<file path="src/rtl/ex_pipe_pkg.sv">
// Shared constants for the decode->execute pipeline register: control bundle
// field positions, operand word indices and ALU operation encodings.
package ex_pipe_pkg;

    localparam int CTRL_W   = 10;
    localparam int DATA_W   = 16;
    localparam int NUM_DATA = 7;
    localparam int CNT_W    = 16;

    localparam int CTRL_REGWRITE  = 0;
    localparam int CTRL_ALUSRC    = 1;
    localparam int CTRL_ALUOP_LSB = 2;
    localparam int CTRL_ALUOP_MSB = 4;
    localparam int CTRL_BRANCH    = 5;
    localparam int CTRL_MEMWRITE  = 6;
    localparam int CTRL_MEMREAD   = 7;
    localparam int CTRL_REGSTORE  = 8;

    localparam int OP_ARG1 = 0;
    localparam int OP_ARG2 = 1;
    localparam int OP_ARG3 = 2;
    localparam int OP_IMM  = 3;
    localparam int OP_RS1  = 4;
    localparam int OP_RS2  = 5;
    localparam int OP_RD   = 6;

    typedef enum logic [2:0] {
        ALUOP_ADD = 3'd0,
        ALUOP_SUB = 3'd1,
        ALUOP_AND = 3'd2,
        ALUOP_OR  = 3'd3,
        ALUOP_XOR = 3'd4,
        ALUOP_SLT = 3'd5,
        ALUOP_SLL = 3'd6,
        ALUOP_SRL = 3'd7
    } aluop_e;

    function automatic aluop_e ctrl_aluop(input logic [CTRL_W-1:0] ctrl);
        return aluop_e'(ctrl[CTRL_ALUOP_MSB:CTRL_ALUOP_LSB]);
    endfunction

endpackage

</file>
<file path="src/rtl/pipe_slot.sv">
// One valid+payload register. The low ZERO_W payload bits (the control bundle)
// are zeroed whenever the slot is invalidated so downstream sees a clean bubble.
module pipe_slot #(
    parameter int W      = 8,
    parameter int ZERO_W = 1
) (
    input  logic         clk,
    input  logic         reset,
    input  logic         flush,
    input  logic         load,
    input  logic         clear,
    input  logic [W-1:0] d,
    output logic         valid,
    output logic [W-1:0] q
);

    logic         valid_r;
    logic [W-1:0] q_r;

    // Slot state: reset > flush > load > clear > hold.
    always_ff @(posedge clk) begin
        if (reset) begin
            valid_r <= 1'b0;
            q_r     <= {W{1'b0}};
        end else if (flush || (clear && !load)) begin
            valid_r           <= 1'b0;
            q_r[ZERO_W-1:0]   <= {ZERO_W{1'b0}};
        end else if (load) begin
            valid_r <= 1'b1;
            q_r     <= d;
        end else begin
            valid_r <= valid_r;
            q_r     <= q_r;
        end
    end

    assign valid = valid_r;
    assign q     = q_r;

endmodule

</file>
<file path="src/rtl/ex_pipe_reg.sv">
// Decode->execute pipeline register with valid/ready handshake, optional skid
// slot, synchronous flush and a saturating stall counter.
module ex_pipe_reg
    import ex_pipe_pkg::*;
#(
    parameter int CTRL_W   = ex_pipe_pkg::CTRL_W,
    parameter int DATA_W   = ex_pipe_pkg::DATA_W,
    parameter int NUM_DATA = ex_pipe_pkg::NUM_DATA,
    parameter int SKID     = 1,
    parameter int CNT_W    = ex_pipe_pkg::CNT_W
) (
    input  logic                         clk,
    input  logic                         reset,
    input  logic                         flush,
    input  logic                         in_valid,
    output logic                         in_ready,
    input  logic [CTRL_W-1:0]            in_ctrl,
    input  logic [NUM_DATA*DATA_W-1:0]   in_data,
    output logic                         out_valid,
    input  logic                         out_ready,
    output logic [CTRL_W-1:0]            out_ctrl,
    output logic [NUM_DATA*DATA_W-1:0]   out_data,
    output logic [CNT_W-1:0]             stall_cnt
);

    localparam int PAY_W = CTRL_W + NUM_DATA * DATA_W;

    logic [PAY_W-1:0] in_payload_s;
    logic [PAY_W-1:0] main_d_s;
    logic [PAY_W-1:0] main_q_s;
    logic             main_valid_s;
    logic             main_load_s;
    logic             main_clear_s;
    logic             in_fire_s;
    logic             out_fire_s;
    logic [CNT_W-1:0] stall_cnt_r;

    // Flush blocks acceptance even when in_ready is high.
    assign in_payload_s = {in_data, in_ctrl};
    assign in_fire_s    = in_valid && in_ready && !flush;
    assign out_fire_s   = main_valid_s && out_ready;

    pipe_slot #(.W(PAY_W), .ZERO_W(CTRL_W)) u_main (
        .clk   (clk),
        .reset (reset),
        .flush (flush),
        .load  (main_load_s),
        .clear (main_clear_s),
        .d     (main_d_s),
        .valid (main_valid_s),
        .q     (main_q_s)
    );

    if (SKID != 0) begin : g_skid
        logic             skid_valid_s;
        logic [PAY_W-1:0] skid_q_s;
        logic             skid_load_s;
        logic             skid_clear_s;

        // in_ready comes straight from the skid flag, so out_ready never reaches it.
        assign in_ready = !skid_valid_s;

        // Steering: main refills from skid first (FIFO order), else from the input.
        always_comb begin
            main_load_s  = (!main_valid_s || out_fire_s) && (skid_valid_s || in_fire_s);
            main_clear_s = out_fire_s;
            main_d_s     = skid_valid_s ? skid_q_s : in_payload_s;
            skid_load_s  = in_fire_s && main_valid_s && !out_fire_s;
            skid_clear_s = out_fire_s;
        end

        pipe_slot #(.W(PAY_W), .ZERO_W(CTRL_W)) u_skid (
            .clk   (clk),
            .reset (reset),
            .flush (flush),
            .load  (skid_load_s),
            .clear (skid_clear_s),
            .d     (in_payload_s),
            .valid (skid_valid_s),
            .q     (skid_q_s)
        );
    end else begin : g_single
        assign in_ready = !main_valid_s || out_ready;

        // Single slot: load on accept, empty when the entry leaves with nothing behind it.
        always_comb begin
            main_load_s  = in_fire_s;
            main_clear_s = out_fire_s;
            main_d_s     = in_payload_s;
        end
    end

    // Saturating count of stalled cycles; only reset clears it.
    always_ff @(posedge clk) begin
        if (reset) begin
            stall_cnt_r <= {CNT_W{1'b0}};
        end else if (main_valid_s && !out_ready && (stall_cnt_r != {CNT_W{1'b1}})) begin
            stall_cnt_r <= stall_cnt_r + {{(CNT_W-1){1'b0}}, 1'b1};
        end else begin
            stall_cnt_r <= stall_cnt_r;
        end
    end

    assign out_valid = main_valid_s;
    assign out_ctrl  = main_q_s[CTRL_W-1:0];
    assign out_data  = main_q_s[PAY_W-1:CTRL_W];
    assign stall_cnt = stall_cnt_r;

endmodule

</file>
<file path="config.mk">
export PLATFORM = sky130hd
export DESIGN_NAME = ex_pipe_reg
export DESIGN_NICKNAME = d
export VERILOG_FILES = /design/src/rtl/ex_pipe_pkg.sv /design/src/rtl/pipe_slot.sv /design/src/rtl/ex_pipe_reg.sv
export SDC_FILE = /design/constraint.sdc
export NUM_CORES = 1
export LEC_CHECK = 0
export CAP_MARGIN = 40
export CORE_ASPECT_RATIO = 0.7
export CORE_MARGIN = 1
export CORE_UTILIZATION = 40
export DETAILED_ROUTE_END_ITERATION = 10
export GPL_TIMING_DRIVEN = 0
export MAX_ROUTING_LAYER = met4
export PLACE_DENSITY_LB_ADDON = 0.3
export SYNTH_ARGS = -nofsm -noshare
export SYNTH_HDL_FRONTEND = slang
export SYNTH_HIERARCHICAL = 1
export SYNTH_SLANG_ARGS = --single-unit
</file>
<file path="constraint.sdc">
create_clock -name clk -period 3.7 [get_ports clk]
set_input_delay 0.925 -clock clk [delete_from_list [all_inputs] [get_ports clk]]
set_output_delay 0.925 -clock clk [all_outputs]
set_load 0.02 [all_outputs]
</file>
== Word level (Yosys, flattened, before mapping) ==
Cells that the tools add are included.
Word-level totals
  register bits after elaboration: 262
  logic and storage cells: 37
  input bits: 127
  output and inout bits: 140
Cells by class
  muxes and demuxes: 1
  equal/unequal tests: 1
  bitwise operators: 2
  reduce and logical (&&, ||, !) cells: 25
  add/subtract/negate cells: 1
Operators with widths (number)
  2-to-1 mux 122 bit: 1
  adder 16 x 1 -> 16 bit, second input constant: 1
  inequality test 16 bit, second input constant: 1
  logical AND 1 bit: 10
  zero test 1 bit: 7
  logical OR 1 bit: 4
  AND reduction 2 bit: 2
  OR reduction 2 bit: 2
  NOT 1 bit: 2

== Longest topological paths before layout ==
Gate-level depths: netlist of run 1.
  depth after elaboration: 10
  mapped depth: 10
  mapped depth without buffers: 5

== Cells and area by module ==
Netlist of run 1, hierarchy kept.
Modules (own cells, without submodules)
  pipe_slot: area an instance 4261.6 um2, seq. area each 2462.4 um2, instances 2, cells an instance 536
  ex_pipe_reg: area an instance 2287.2 um2, seq. area each 320.3 um2, instances 1, cells an instance 239

== Worst setup path after synthesis of run 1 ==
OpenSTA, ideal clock, no wires.
  path type: register to register
  start: register g_skid.u_skid.valid_r (netlist: g_skid.u_skid/valid)
  end: register u_main.q_r[31] (netlist: u_main/q[31])
  arrival: 2.189 ns
  slack: 1.441 ns
  path buffers: 4
  period minus slack after synthesis: 2.259 ns
  library setup time: 0.070 ns
  required time: 3.630 ns
  stages on the path, launching flop included: 10
  path through: dfxtp_1 > clkbuf_1 > clkbuf_1 > buf_2 > inv_1 > a21boi_0 > and2b_1 > clkbuf_1 > nand2_1 > a21oi_1
On the way
  longest elaborated chain between the ends: 10
  elaborated cells between the ends (all ways): 11
  those cells by class: 1 x mux; 1 x bitwise; 9 x reduce/logical
Ends and longest elaborated chain
  start: declaration: RTL line pipe_slot.sv:17  | logic valid_r;
  start signal: assignment: RTL line pipe_slot.sv:32  | valid_r <= valid_r;
  zero test 1 bit (*): RTL line ex_pipe_reg.sv:61  | assign in_ready = !skid_valid_s;
  net in_ready: RTL line ex_pipe_reg.sv:16  | output logic in_ready,
  logical AND 1 bit (*) (2 in a row): RTL line ex_pipe_reg.sv:40  | assign in_fire_s = in_valid && in_ready && !flush;
  logical OR 1 bit (*): RTL line ex_pipe_reg.sv:65  | main_load_s = (!main_valid_s || out_fire_s) && (skid_valid_s || in_fire_s);
  logical AND 1 bit (*): RTL line ex_pipe_reg.sv:65
  net main_load_s: RTL line ex_pipe_reg.sv:32  | logic main_load_s;
  zero test 1 bit: RTL line pipe_slot.sv:25  | end else if (flush || (clear && !load)) begin
  logical AND 1 bit: RTL line pipe_slot.sv:25
  logical OR 1 bit: RTL line pipe_slot.sv:25
  NOT 1 bit (no source line)
  AND reduction 2 bit (no source line) (*)
  end signal: assignment: RTL line pipe_slot.sv:24  | q_r <= {W{1'b0}};
  end signal: indexed assignment: RTL line pipe_slot.sv:27  | q_r[ZERO_W-1:0] <= {ZERO_W{1'b0}};
  end signal: assignment: RTL line pipe_slot.sv:33  | q_r <= q_r;
  end: declaration: RTL line pipe_slot.sv:18  | logic [W-1:0] q_r;
Mark *: on every way through the listed nets, which the timed path passes. The rest lies on a longest branch.
A chain may end at the register's enable or synchronous reset.

== Worst setup path after layout of run 1 ==
  start: register g_skid.u_skid.valid_r (netlist: g_skid.u_skid/valid)
  end: output port in_ready
On the way
  longest elaborated chain between the ends: 1
Ends and longest elaborated chain (RTL line)
  zero test 1 bit: ex_pipe_reg.sv:61
  end: declaration: ex_pipe_reg.sv:16
Every way passes these cells.

==> metrics, run 1 <==
largest net degree at the start of global routing=15; Final ANT Viol Nets=0; crit path kind=reg2out; Yosys top cell area share=48.52%; reg2reg setup slack=340 ps; clock slew seen by the registers of the worst setup and hold paths=70 ps; Max Clock Skew=16.52 ps; TNS Setup=0 ps; Most used DFF post-synth=dfxtp_1; area of the multi-input gates=0.005065 sq mm; # resized after CTS=1; full die area=0.02770 sq mm; total core area=0.02612 sq mm; period utilisation layout=95.62%; DR WL/cell=15.84 um; smallest hold slack=451.2 ps; I/O Buffers=265; count of clock tree sinks=262; CTS tree=built; min Tclk post-route=3538 ps; gr ovfl total=0; post-CTS setup buffers=0; Setup crit end=in_ready; Post-CTS Hold Buffers=0; ranking of synthesized cells by area=dfxtp_1 (49%), nand2_1 (16%), mux2_2 (13%), a21oi_1 (12%), buf_2 (1.4%); routability cong.=0.8308; Skew-Pair Late Insertion Delay=530 ps; share of cells above drive strength 1=13.36%; Post-synth ARST share=0%; GRT Overall Usage=22.43%; register area share after synthesis=48.52%; WL final=31,400 um; Final Hold Viols=0; initial core utilization=41.39%; TritonCTS Buffers=26; Final setup viols=0; Post-synth top cells=nand2_1 (453), dfxtp_1 (262), a21oi_1 (257), mux2_2 (122), clkbuf_1 (40); Peak VDD IR=324.7 uV; count of cell types in the netlist=37; via count=9,946; CP Launch Type=flip-flop; Slew HR=49.47%; synth-to-layout area growth=37.10%; synth warn=6; Fillers=2,378; die height=139.5 um; Root Buffer=clkbuf_16; Crit. End Element=primary output; Die Width=198.5 um; Worst EP arrival=2610 ps; Cells after Synth=1,311; Synth Register Bits=262; Final Slew Violations=0; syn_nets=1,439; pwr/cell area=422.3 mW/mm^2; Required @ worst endpoint=2770 ps; RSZ-0062 raised after global routing=no; clk buf depth=3; Remaining DRCs=0; sequential cell area=0.005245 sq mm; Cell Area, Synth=0.01081 sq mm; number of maximum-capacitance violations=0; Worst Setup SP=g_skid.u_skid/valid; Pre-Repair DR Iteration Count=5; I/O Pins=267; NumNets Final=1,732; vias in the first global route=9,515; Least-Margin Pin Slew=751.2 ps; Cell Rows=49; H-tree Lvls=1; Max FO, Critical Path=10; post-synth top area cell=dfxtp_1; Worst Reg-to-Reg Cells=10; Avg Vias per Cell=5.016; most numerous cell in the Yosys netlist=nand2_1; Reg-to-Reg End=u_main/q[82]; Layout Utilization=56.75%; Iteration-0 DRC Markers=426; status=finished clean; global-route wire length before repair=48,950 um; initial antenna violation count=2; Avg Cell Area, Syn=8.246 sq um; worst r2r src=g_skid.u_skid/valid; Peak Freq=282.7 MHz; post-DP HPWL=22,390 um; Post-synth EDFFs=0; Static Leak=4.980 nW; HP Class=reg2reg
-- per-stage QoR --
| step | instance area (sq um) | cells | power [mW] | worst slack [ps] |
|---|---|---|---|---|
| 6_report | 14820 | 1983 | 6.258 | 162.1 |
| 5_1_grt | 14820 | 1983 | 6.476 | 13.26 |
| 4_1_cts | 14820 | 1981 | 6.321 | 47.13 |
| 3_5_place_dp | 13910 | 1933 | 3.529 | 118.3 |
| 3_3_place_gp | 13910 | 1933 | 3.523 | 167.5 |
| 2_1_floorplan | 10810 | 1311 | 3.217 | 1441 |
-- critical path, stage by stage (launching register included) --
cell	delay, ps
dfxtp_1	320
clkbuf_1	330
buf_2	380
buf_2	370
inv_1	120
clkdlybuf4s50_1	550
-- state kept, by name, summed over array words and instances (netlist names) --
signal,cells
g_skid.u_skid/q,122
g_skid.u_skid/valid,1
stall_cnt,16
u_main/q,122
u_main/valid,1
-- worst min-delay path by stage --
stage | startpoint | end | cells after the start
after floorplan | g_skid.u_skid/q[100] | g_skid.u_skid/q[100] | 2
after global placement | g_skid.u_skid/q[109] | g_skid.u_skid/q[109] | 2
after detailed placement | g_skid.u_skid/q[85] | g_skid.u_skid/q[85] | 2
after CTS | g_skid.u_skid/q[89] | g_skid.u_skid/q[89] | 2
after global routing | u_main/q[103] | u_main/q[103] | 2
final | g_skid.u_skid/q[90] | g_skid.u_skid/q[90] | 2
-- metal layers --
metal | vias to the layer above | track usage [%] | part of all wire, % | wire, um
met5 | - | - | 0 | 0
met1 | 4678 | 31.28 | 48 | 15180
met4 | 0 | 4.211 | 1.5 | 481
met3 | 35 | 4.653 | 6.9 | 2173
li1 | 4970 | - | - | -
met2 | 263 | 33.55 | 43 | 13570
-- cell usage in the layout (no fill, tap or decap), drive strengths merged, types with 2 or more instances in the layout --
cell type	netlist	final
a21oi	257	257
and2b	2	2
and4	2	2
buf	59	60
bufinv	0	3
clkbuf	40	80
clkdlybuf4s50	0	265
clkinv	0	3
dfxtp	262	262
diode	0	2
inv	6	6
mux2	122	122
mux2i	2	2
nand2	453	453
nand2b	7	7
nand3	4	4
nand4	5	5
nor2	27	27
nor3	3	3
nor3b	20	20
nor4	3	3
o21ai	6	6
o31ai	7	7
or2	3	3
or3	5	5
or4	7	7
-- report_power, final --
| group | internal (mW) | switching [mW] | leakage (nW) |
|---|---|---|---|
| combinational | 0.296 | 0.276 | 2.42 |
| clock | 1.67 | 1.12 | 0.440 |
| sequential | 2.87 | 0.0275 | 2.12 |
| total | 4.84 | 1.42 | 4.98 |
-- cells by family after synthesis --
kind of cell / after synthesis / share of synthesized area [%]
AND/OR/NAND/NOR: 545 / 20.91
AO/OA/AOI/OAI: 274 / 12.93
flip-flops: 262 / 48.52
multiplexers: 124 / 12.89
buffers and inverters: 105 / 4.630
adder cells (fa/ha/maj): 1 / 0.1157
-- final cells by class --
| cell class | count | area share, % |
|---|---|---|
| Antenna cell | 2 | 0.03377 |
| Buffer | 99 | 3.233 |
| Clock buffer | 41 | 5.319 |
| Clock inverter | 7 | 0.7851 |
| Inverter | 6 | 0.1520 |
| Multi-Input combinational cell | 944 | 34.17 |
| Sequential cell | 262 | 35.39 |
| Tap cell | 357 | 3.014 |
| Timing Repair Buffer | 265 | 17.90 |
Note: power is estimated with default switching activity, not from simulation.
==> run 2: changes to the inputs <==
SLEW_MARGIN = 15   (was default)
==> results of run 2 <==
Final layout, timing and power as in run 1 (identical DEF).
